==> config.mk <==
export PLATFORM = sky130hd
export DESIGN_NAME = regfile_scoreboard
export DESIGN_NICKNAME = d
export VERILOG_FILES = /design/src/rtl/rv32i_pkg.sv /design/src/rtl/regfile_clear_fsm.sv /design/src/rtl/regfile_scoreboard.sv
export SDC_FILE = /design/constraint.sdc
export NUM_CORES = 2
export LEC_CHECK = 0
export BUFFER_PORTS_ARGS = -buffer_cell sky130_fd_sc_hd__buf_2
export CAP_MARGIN = 20
export CORE_ASPECT_RATIO = 2
export CORE_MARGIN = 3
export CORE_UTILIZATION = 40
export DETAILED_ROUTE_END_ITERATION = 16
export PLACE_DENSITY = 0.56
export REMOVE_ABC_BUFFERS = 1
export SYNTH_ARGS = -nofsm -noshare
export SYNTH_HDL_FRONTEND = slang
export SYNTH_SLANG_ARGS = --single-unit
==> constraint.sdc <==
create_clock -name clk -period 5.3 [get_ports clk]
set_input_delay 0.795 -clock clk [delete_from_list [all_inputs] [get_ports clk]]
set_output_delay 0.795 -clock clk [all_outputs]
set_load 0.005 [all_outputs]
==> src/rtl/rv32i_pkg.sv <==
// Shared RV32I core definitions: data width, register-file address width and
// the register-file clear sequencer state encoding.
package rv32i_pkg;

  localparam int XLEN     = 32;
  localparam int RF_NREGS = 32;
  localparam int RF_AW    = $clog2(RF_NREGS);

  typedef enum logic {
    RF_IDLE,
    RF_CLEAR
  } regfile_state_e;

endpackage

==> src/rtl/regfile_clear_fsm.sv <==
// Soft-clear sequencer: walks one register per cycle for NREGS cycles after clr_req.
// While running, it holds wr_ready/alloc_ready low so no new writes or allocations land.
module regfile_clear_fsm
  import rv32i_pkg::*;
#(
  parameter int NREGS = 32,
  parameter int AW    = $clog2(NREGS)
) (
  input  logic          clk,
  input  logic          rst,
  input  logic          clr_req,
  output logic          clr_busy,
  output logic [AW-1:0] clr_idx,
  output logic          wr_ready,
  output logic          alloc_ready
);

  regfile_state_e state_q, state_d;
  logic [AW-1:0]  idx_q, idx_d;

  always_ff @(posedge clk or negedge rst) begin
    if (!rst) begin
      state_q <= RF_IDLE;
      idx_q   <= '0;
    end else begin
      state_q <= state_d;
      idx_q   <= idx_d;
    end
  end

  always_comb begin
    state_d     = state_q;
    idx_d       = idx_q;
    clr_busy    = 1'b0;
    wr_ready    = 1'b1;
    alloc_ready = 1'b1;
    case (state_q)
      RF_IDLE: begin
        if (clr_req) begin
          state_d = RF_CLEAR;
          idx_d   = '0;
        end
      end
      RF_CLEAR: begin
        clr_busy    = 1'b1;
        wr_ready    = 1'b0;
        alloc_ready = 1'b0;
        // NREGS is a power of two, so the increment wraps idx back to 0
        idx_d       = idx_q + 1'b1;
        if (idx_q == AW'(NREGS - 1)) state_d = RF_IDLE;
      end
      default: state_d = RF_IDLE;
    endcase
  end

  assign clr_idx = idx_q;

endmodule

==> src/rtl/regfile_scoreboard.sv <==
// Multi-port register file with pending-write busy bits, write-to-read bypass and soft clear.
// Reads are combinational (0 cycles); writes/allocs land on the rising edge and stall during clear.
module regfile_scoreboard
  import rv32i_pkg::*;
#(
  parameter int XLEN     = rv32i_pkg::XLEN,
  parameter int NREGS    = RF_NREGS,
  parameter int NRD      = 2,
  parameter int ZERO_REG = 1,
  parameter int BYPASS   = 1,
  localparam int AW      = $clog2(NREGS)
) (
  input  logic                clk,
  input  logic                rst,
  input  logic [NRD*AW-1:0]   rd_addr,
  output logic [NRD*XLEN-1:0] rd_data,
  output logic [NRD-1:0]      rd_busy,
  input  logic                wr_valid,
  output logic                wr_ready,
  input  logic [AW-1:0]       wr_addr,
  input  logic [XLEN-1:0]     wr_data,
  input  logic                alloc_valid,
  output logic                alloc_ready,
  input  logic [AW-1:0]       alloc_addr,
  input  logic                clr_req,
  output logic                clr_busy,
  input  logic [AW-1:0]       dbg_addr,
  output logic [XLEN-1:0]     dbg_data
);

  logic [XLEN-1:0]  regs [NREGS];
  logic [NREGS-1:0] busy;
  logic [AW-1:0]    clr_idx;
  logic             wr_fire, alloc_fire, wr_drop, alloc_drop;

  regfile_clear_fsm #(
    .NREGS (NREGS),
    .AW    (AW)
  ) u_clear_fsm (
    .clk         (clk),
    .rst         (rst),
    .clr_req     (clr_req),
    .clr_busy    (clr_busy),
    .clr_idx     (clr_idx),
    .wr_ready    (wr_ready),
    .alloc_ready (alloc_ready)
  );

  assign wr_fire    = wr_valid & wr_ready;
  assign alloc_fire = alloc_valid & alloc_ready;
  assign wr_drop    = (ZERO_REG != 0) && (wr_addr == '0);
  assign alloc_drop = (ZERO_REG != 0) && (alloc_addr == '0);

  // Alloc is applied after write so a same-cycle alloc of the same register leaves it busy
  always_ff @(posedge clk or negedge rst) begin
    if (!rst) begin
      regs <= '{default: '0};
      busy <= '0;
    end else begin
      if (clr_busy) begin
        regs[clr_idx] <= '0;
        busy[clr_idx] <= 1'b0;
      end
      if (wr_fire && !wr_drop) begin
        regs[wr_addr] <= wr_data;
        busy[wr_addr] <= 1'b0;
      end
      if (alloc_fire && !alloc_drop) busy[alloc_addr] <= 1'b1;
    end
  end

  for (genvar p = 0; p < NRD; p++) begin : g_rd
    logic [AW-1:0] addr;
    logic          is_zero, hit;
    assign addr    = rd_addr[p*AW +: AW];
    assign is_zero = (ZERO_REG != 0) && (addr == '0);
    assign hit     = (BYPASS != 0) && wr_fire && (wr_addr == addr);
    assign rd_data[p*XLEN +: XLEN] = is_zero ? '0 : (hit ? wr_data : regs[addr]);
    assign rd_busy[p] = !is_zero && !hit && busy[addr];
  end

  assign dbg_data = regs[dbg_addr];

endmodule
== Yosys cells after proc, flatten, opt, wreduce, memory -nomap -nowiden ==
Index checks and enable logic that the tools add are counted.

* Flip-flop bits (word level): 1,062
* Bits of input ports: 62
* Output and inout bits: 101

* $add $sub $neg: 1
* Order comparisons: 15
* Eq/ne operators: 4
* Mux-type cells: 40
* Bitwise gates (word level): 15
* Reductions and logical operators: 23

{| class="wikitable"
|+ Operators with widths
! cell !! number
|-
| 1024-bit 2-to-1 mux || 2
|-
| 1024-bit AND || 1
|-
| 1024-bit bitwise mux || 1
|-
| 1024-bit inverter || 1
|-
| 32-bit binary-select mux with 5-bit select || 3
|-
| 32-bit 2-to-1 mux || 15
|-
| 32-bit demux with 5-bit select || 2
|-
| 32-bit AND || 2
|-
| 32-bit inverter || 2
|-
| 32-bit bitwise OR || 1
|-
| 6-bit greater-or-equal comparator, second input constant || 5
|-
| 5-bit by 6-bit < comparator with 1-bit output, second input constant || 5
|-
| 5-bit inverter with 6-bit output || 5
|-
| 5-bit zero test || 4
|-
| 1-bit demux with 5-bit select || 3
|-
| 5-bit by 1-bit greater-or-equal comparator with 1-bit output, second input constant || 3
|-
| 1-bit logical AND || 13
|-
| 6-bit by 1-bit < comparator with 1-bit output, second input constant || 2
|-
| 1-bit binary-select mux with 5-bit select || 2
|-
| 5-bit == test || 2
|-
| 5-bit one-hot mux with 2 select lines || 1
|-
| 1-bit 2-to-1 mux || 9
|-
| 1-bit zero test || 6
|-
| 5-bit by 1-bit adder with 5-bit output, second input constant || 1
|-
| 6 further kinds || 7
|}

== Logic depth before layout (Yosys ltp) ==
* Depth in word-level cells: 11
* Depth in mapped cells: 10

== By module ==
Synthesis repeated with hierarchy kept, for this count alone.

* Cells, all modules: 6,660
* Area total of the unflattened synthesis: 67,297.0 um^2

{| class="wikitable"
|+ By module, submodules not included
! module !! times used !! cells each !! area each (um^2) !! seq. area each (um^2)
|-
| regfile_scoreboard || 1 || 6,633 || 67,004.3 || 26,425.3
|-
| regfile_clear_fsm || 1 || 27 || 292.8 || 150.1
|}

== Worst setup path before layout ==
No wires, ideal clock.

* Path type: input to output
* Start: input rd_addr[0]
* End: output rd_data[30]
* Arrival: 2.622 ns
* Data required time: 4.505 ns
* Path slack: 1.883 ns
* Stages on the path: 7
* Buffers on the path: 3
* Path through: buf_2 > buf_2 > buf_2 > mux4_2 > a211oi_1 > a21oi_1 > a22o_1

* Longest elaborated chain between the ends: 6
* Elaborated cells between the ends (all ways): 9
* Those cells by class: eq/ne (1); mux (5); bitwise (1); reduce/logical (2)

{| class="wikitable"
|+ Ends and longest elaborated chain
! what !! line !! text
|-
| start, declared || regfile_scoreboard.sv:15 || <nowiki>input logic [NRD*AW-1:0] rd_addr,</nowiki>
|-
| 5-bit inverter with 6-bit output (not written as such) || regfile_scoreboard.sv:78 || <nowiki>assign rd_data[p*XLEN +: XLEN] = is_zero ? '0 : (hit ? wr_data : regs[addr]);</nowiki>
|-
| 32-bit binary-select mux with 5-bit select || regfile_scoreboard.sv:78 ||
|-
| 32-bit 2-to-1 mux (not written as such) (2 in a row) || regfile_scoreboard.sv:78 ||
|-
| 32-bit 2-to-1 mux || regfile_scoreboard.sv:78 ||
|-
| 32-bit 2-to-1 mux (*) || regfile_scoreboard.sv:78 ||
|-
| end, declared || regfile_scoreboard.sv:16 || <nowiki>output logic [NRD*XLEN-1:0] rd_data,</nowiki>
|}

Every way passes the cells marked *; elsewhere a longest branch is shown, timed or not. The select of a mux whose other input is x is not followed.

== Worst setup path in the final report ==
* Start: register u_clear_fsm.state_q
* End: output rd_data[40]

* Longest elaborated chain between the ends: 5

{| class="wikitable"
|+ Ends and longest elaborated chain
! what !! line !! text
|-
| start, declared || regfile_clear_fsm.sv:18 || <nowiki>regfile_state_e state_q, state_d;</nowiki>
|-
| start signal, assigned || regfile_clear_fsm.sv:26 || <nowiki>state_q <= state_d;</nowiki>
|-
| 1-bit 2-to-1 mux || regfile_clear_fsm.sv:37 || <nowiki>case (state_q)</nowiki>
|-
| 1-bit AND || regfile_scoreboard.sv:49 || <nowiki>assign wr_fire = wr_valid & wr_ready;</nowiki>
|-
| 1-bit logical AND || regfile_scoreboard.sv:77 || <nowiki>assign hit = (BYPASS != 0) && wr_fire && (wr_addr == addr);</nowiki>
|-
| 32-bit 2-to-1 mux (2 in a row) || regfile_scoreboard.sv:78 ||
|}

No other way between the ends.

==> impl_metrics.env <==
export IMPL_number_of_global_route_vias_before_repair=60270
export IMPL_detailedPlace_worstSlack_ns=0.9568
export IMPL_buffer_ports_inserted=162
export IMPL_num_nets_final=6478
export IMPL_dieWidth_um=297.1
export IMPL_sequential_cell_area_sq_mm=0.02658
export IMPL_clock_tree_htree_level_count=3
export IMPL_route_layer_met1_wl_mm=103.6
export IMPL_postCtsHoldBufs=0
export IMPL_drv_max_cap_violation_count=0
export IMPL_synth_area_per_cell_sq_um=10.20
export IMPL_routed_wl_met2_mm=151.5
export IMPL_grt_overflow_total=0
export IMPL_yosysTopAreaCell="dfrtp_1"
export IMPL_synth_seq_area_share=0.3920
export IMPL_postCtsResizedCells=0
export IMPL_crit_arrival_ns=3.84
export IMPL_die_area_sq_mm=0.1748
export IMPL_area_growth_pct=10.47
export IMPL_p_leak_nw=30.92
export IMPL_critical_path_peak_fanout=18
export IMPL_drt_vias_per_instance=6.917
export IMPL_grt_total_usage=0.3724
export IMPL_synth_top_flop_cell="dfrtp_1"
export IMPL_synthesis_area_sq_mm=0.06780
export IMPL_worst_pin_slew_ns=1.285
export IMPL_first_pass_iters=6
export IMPL_post_route_period_util=0.8749
export IMPL_min_period_ns=4.637
export IMPL_slew_limit_headroom=0.1436
export IMPL_r2r_worst_path_cells=6
export IMPL_synth_area_leaders="dfrtp_1 39%, mux4_2 25%, nand2_1 11%"
export IMPL_clock_skew_ns=0.03851
export IMPL_uppermost_metal_layer_occupied_by_signal_nets="met5"
export IMPL_timing_critical_path_from_type="register"
export IMPL_drcViolationCount=0
export IMPL_grt_pass1_wl_mm=462.1
export IMPL_drt_total_wl_mm=331.4
export IMPL_core_rowCount=213
export IMPL_grt_max_degree=129
export IMPL_die_height_um=588.2
export IMPL_hold_viol_final=0
export IMPL_critical_path_slowest_cell="or4_4"
export IMPL_multiInputGateArea_sq_mm=0.03846
export IMPL_final_setup_viol_count=0
export IMPL_initial_antenna_violation_count=19
export IMPL_power_per_standard_cell_area_mw_per_mm2=452.7
export IMPL_grt_setup_unrepaired="no"
export IMPL_status="completed"
export IMPL_max_freq_mhz=215.7
export IMPL_async_flop_share=1.000
export IMPL_place_detailed_hpwl_mm=196.5
export IMPL_synth_top_cell_area_share=0.3920
export IMPL_drive_gt1_frac=0.2255
export IMPL_synth_common_cells="2,059 x nand2_1, 1,062 x dfrtp_1, 837 x o21ai_0"
export IMPL_cts_bufs_inserted=99
export IMPL_routed_wl_met3_mm=36.51
export IMPL_cts_clk_slew_worst_paths_ns=0.07
export IMPL_fill_cells=15770
export IMPL_cpPeakStageDelay_ns=0.63
export IMPL_slew_viol_final=0
export IMPL_cts_buffer_depth=3
export IMPL_ant_nets=0
export IMPL_cts_root_buffer_cell="clkbuf_16"
export IMPL_synth_edff_count=0
export IMPL_tritoncts="built"
export IMPL_critical_path_required_ns=4.51
export IMPL_synth_cell_type_count=62
export IMPL_gp_congestion=0.9416
export IMPL_cts_setup_buffers=0
export IMPL_clkSinkCount=1062
export IMPL_fin_hold_ws_ns=0.1155
export IMPL_ir_drop_mv=0.2930
export IMPL_classification_of_the_worst_setup_path="register to output port"
export IMPL_final_critical_path_setup_slack_ns=0.6629
export IMPL_synth_seq_cells=1062
export IMPL_drt_first_iter_violations=8456
export IMPL_detailroute_via_count=60610
export IMPL_ios=163
export IMPL_start_util=0.4026
export IMPL_power_mw=33.91
export IMPL_yosysWarningCount=0
export IMPL_core_area_sq_mm=0.1684
export IMPL_worst_setup_path_end_kind="output port"
export IMPL_clock_insertion_delay_worst_skew_ns=0.75
export IMPL_netlist_instances=6649
export IMPL_synth_most_common_cell="nand2_1"
export IMPL_min_path_type="primary input to async pin"
export IMPL_routedWlPerCell_um=37.82
export IMPL_critical_path_cell_chain="nand2b_1 > or4_4 > o21ai_4 > buf_4 > a211oi_1 > a211o_1 > buf_2"
-- sequential cells by signal, summed over array words and instances (netlist names) --
signal,flops
busy,32
regs,1024
u_clear_fsm.clr_idx,5
u_clear_fsm.state_q,1
-- kinds of logic after synthesis --
kind of cell / synth area share
compound gates: 0.1158
buf+inv: 0.04757
simple gates: 0.1474
xor+xnor: 0.001550
fa+ha+maj: 0.0009227
mux: 0.2948
flops: 0.3920
-- routing by layer --
metal,global-route usage,vias to the layer above
met4,0.3679,6
li1,-,23640
met5,0.0002737,-
met2,0.5817,4907
met1,0.4027,30240
met3,0.1024,1824
-- report_power, final --
part	switching [mW]	total (mW)	internal (mW)
clock	3.57	7.82	4.25
combinational	5.92	11.6	5.72
sequential	3.35	14.5	11.1
total	12.8	33.9	21.1
-- worst paths after layout --
kind                                          start                      to  slack, ns
worst max-delay path            u_clear_fsm.state_q             rd_data[40]       0.66
worst min-delay path                            rst               regs[179]       0.12
worst max register to register  u_clear_fsm.state_q               regs[954]       1.60
worst min register to register              busy[0]                 busy[0]       0.53
max in group asynchronous                       rst                regs[97]       3.77
min in group clk                            clr_req  u_clear_fsm.clr_idx[3]       0.34
-- worst max-delay path, delay by kind of cell (launching register included) --
family | cells | cell delay, ns
simple gates | 2 | 0.94
compound gates | 3 | 0.81
buf+inv | 2 | 0.75
flops | 1 | 0.56
-- final cells by class --
class                   instances  area share
diodes                         14   0.0004677
clock buffers                 147     0.03887
clock inverters                35    0.005980
inverters                       8   0.0004343
multi-input cells            4828      0.5135
flip-flops and latches       1062      0.3548
well taps                    2257     0.03770
repair buffers                412     0.04826
-- layout by cell type, fill, tap and decap left out, types with 24 or more instances in the layout --
cell type	synthesis	layout
mux4_2	766	766
o21ai_1	42	42
nor2b_1	27	24
nand2_1	2059	2042
clkbuf_1	535	26
clkbuf_16	0	102
mux2i_1	223	223
a211oi_1	163	163
o22ai_1	38	38
buf_2	109	148
dfrtp_1	1062	1062
mux2_2	44	44
o221ai_1	39	39
a32o_1	25	25
a21oi_1	27	27
a22oi_1	32	32
o21ai_0	837	837
nand3_1	181	168
a211o_1	27	27
a22o_1	48	48
buf_12	0	64
buf_4	38	188
and2_1	86	85
-- stage by stage --
step | cell area [sq um] | util | std cells | setup TNS, ns
floorplan | 64610 | - | 5898 | -165.49
global placement | 71420 | 0.4241 | 8563 | 0
detailed placement | 71440 | 0.4241 | 8564 | 0
CTS | 74800 | 0.4441 | 8746 | 0
global route | 74870 | 0.4445 | 8752 | 0
finish | 74900 | 0.4447 | 8763 | 0
No activity file was read; power rests on OpenSTA's default activity.
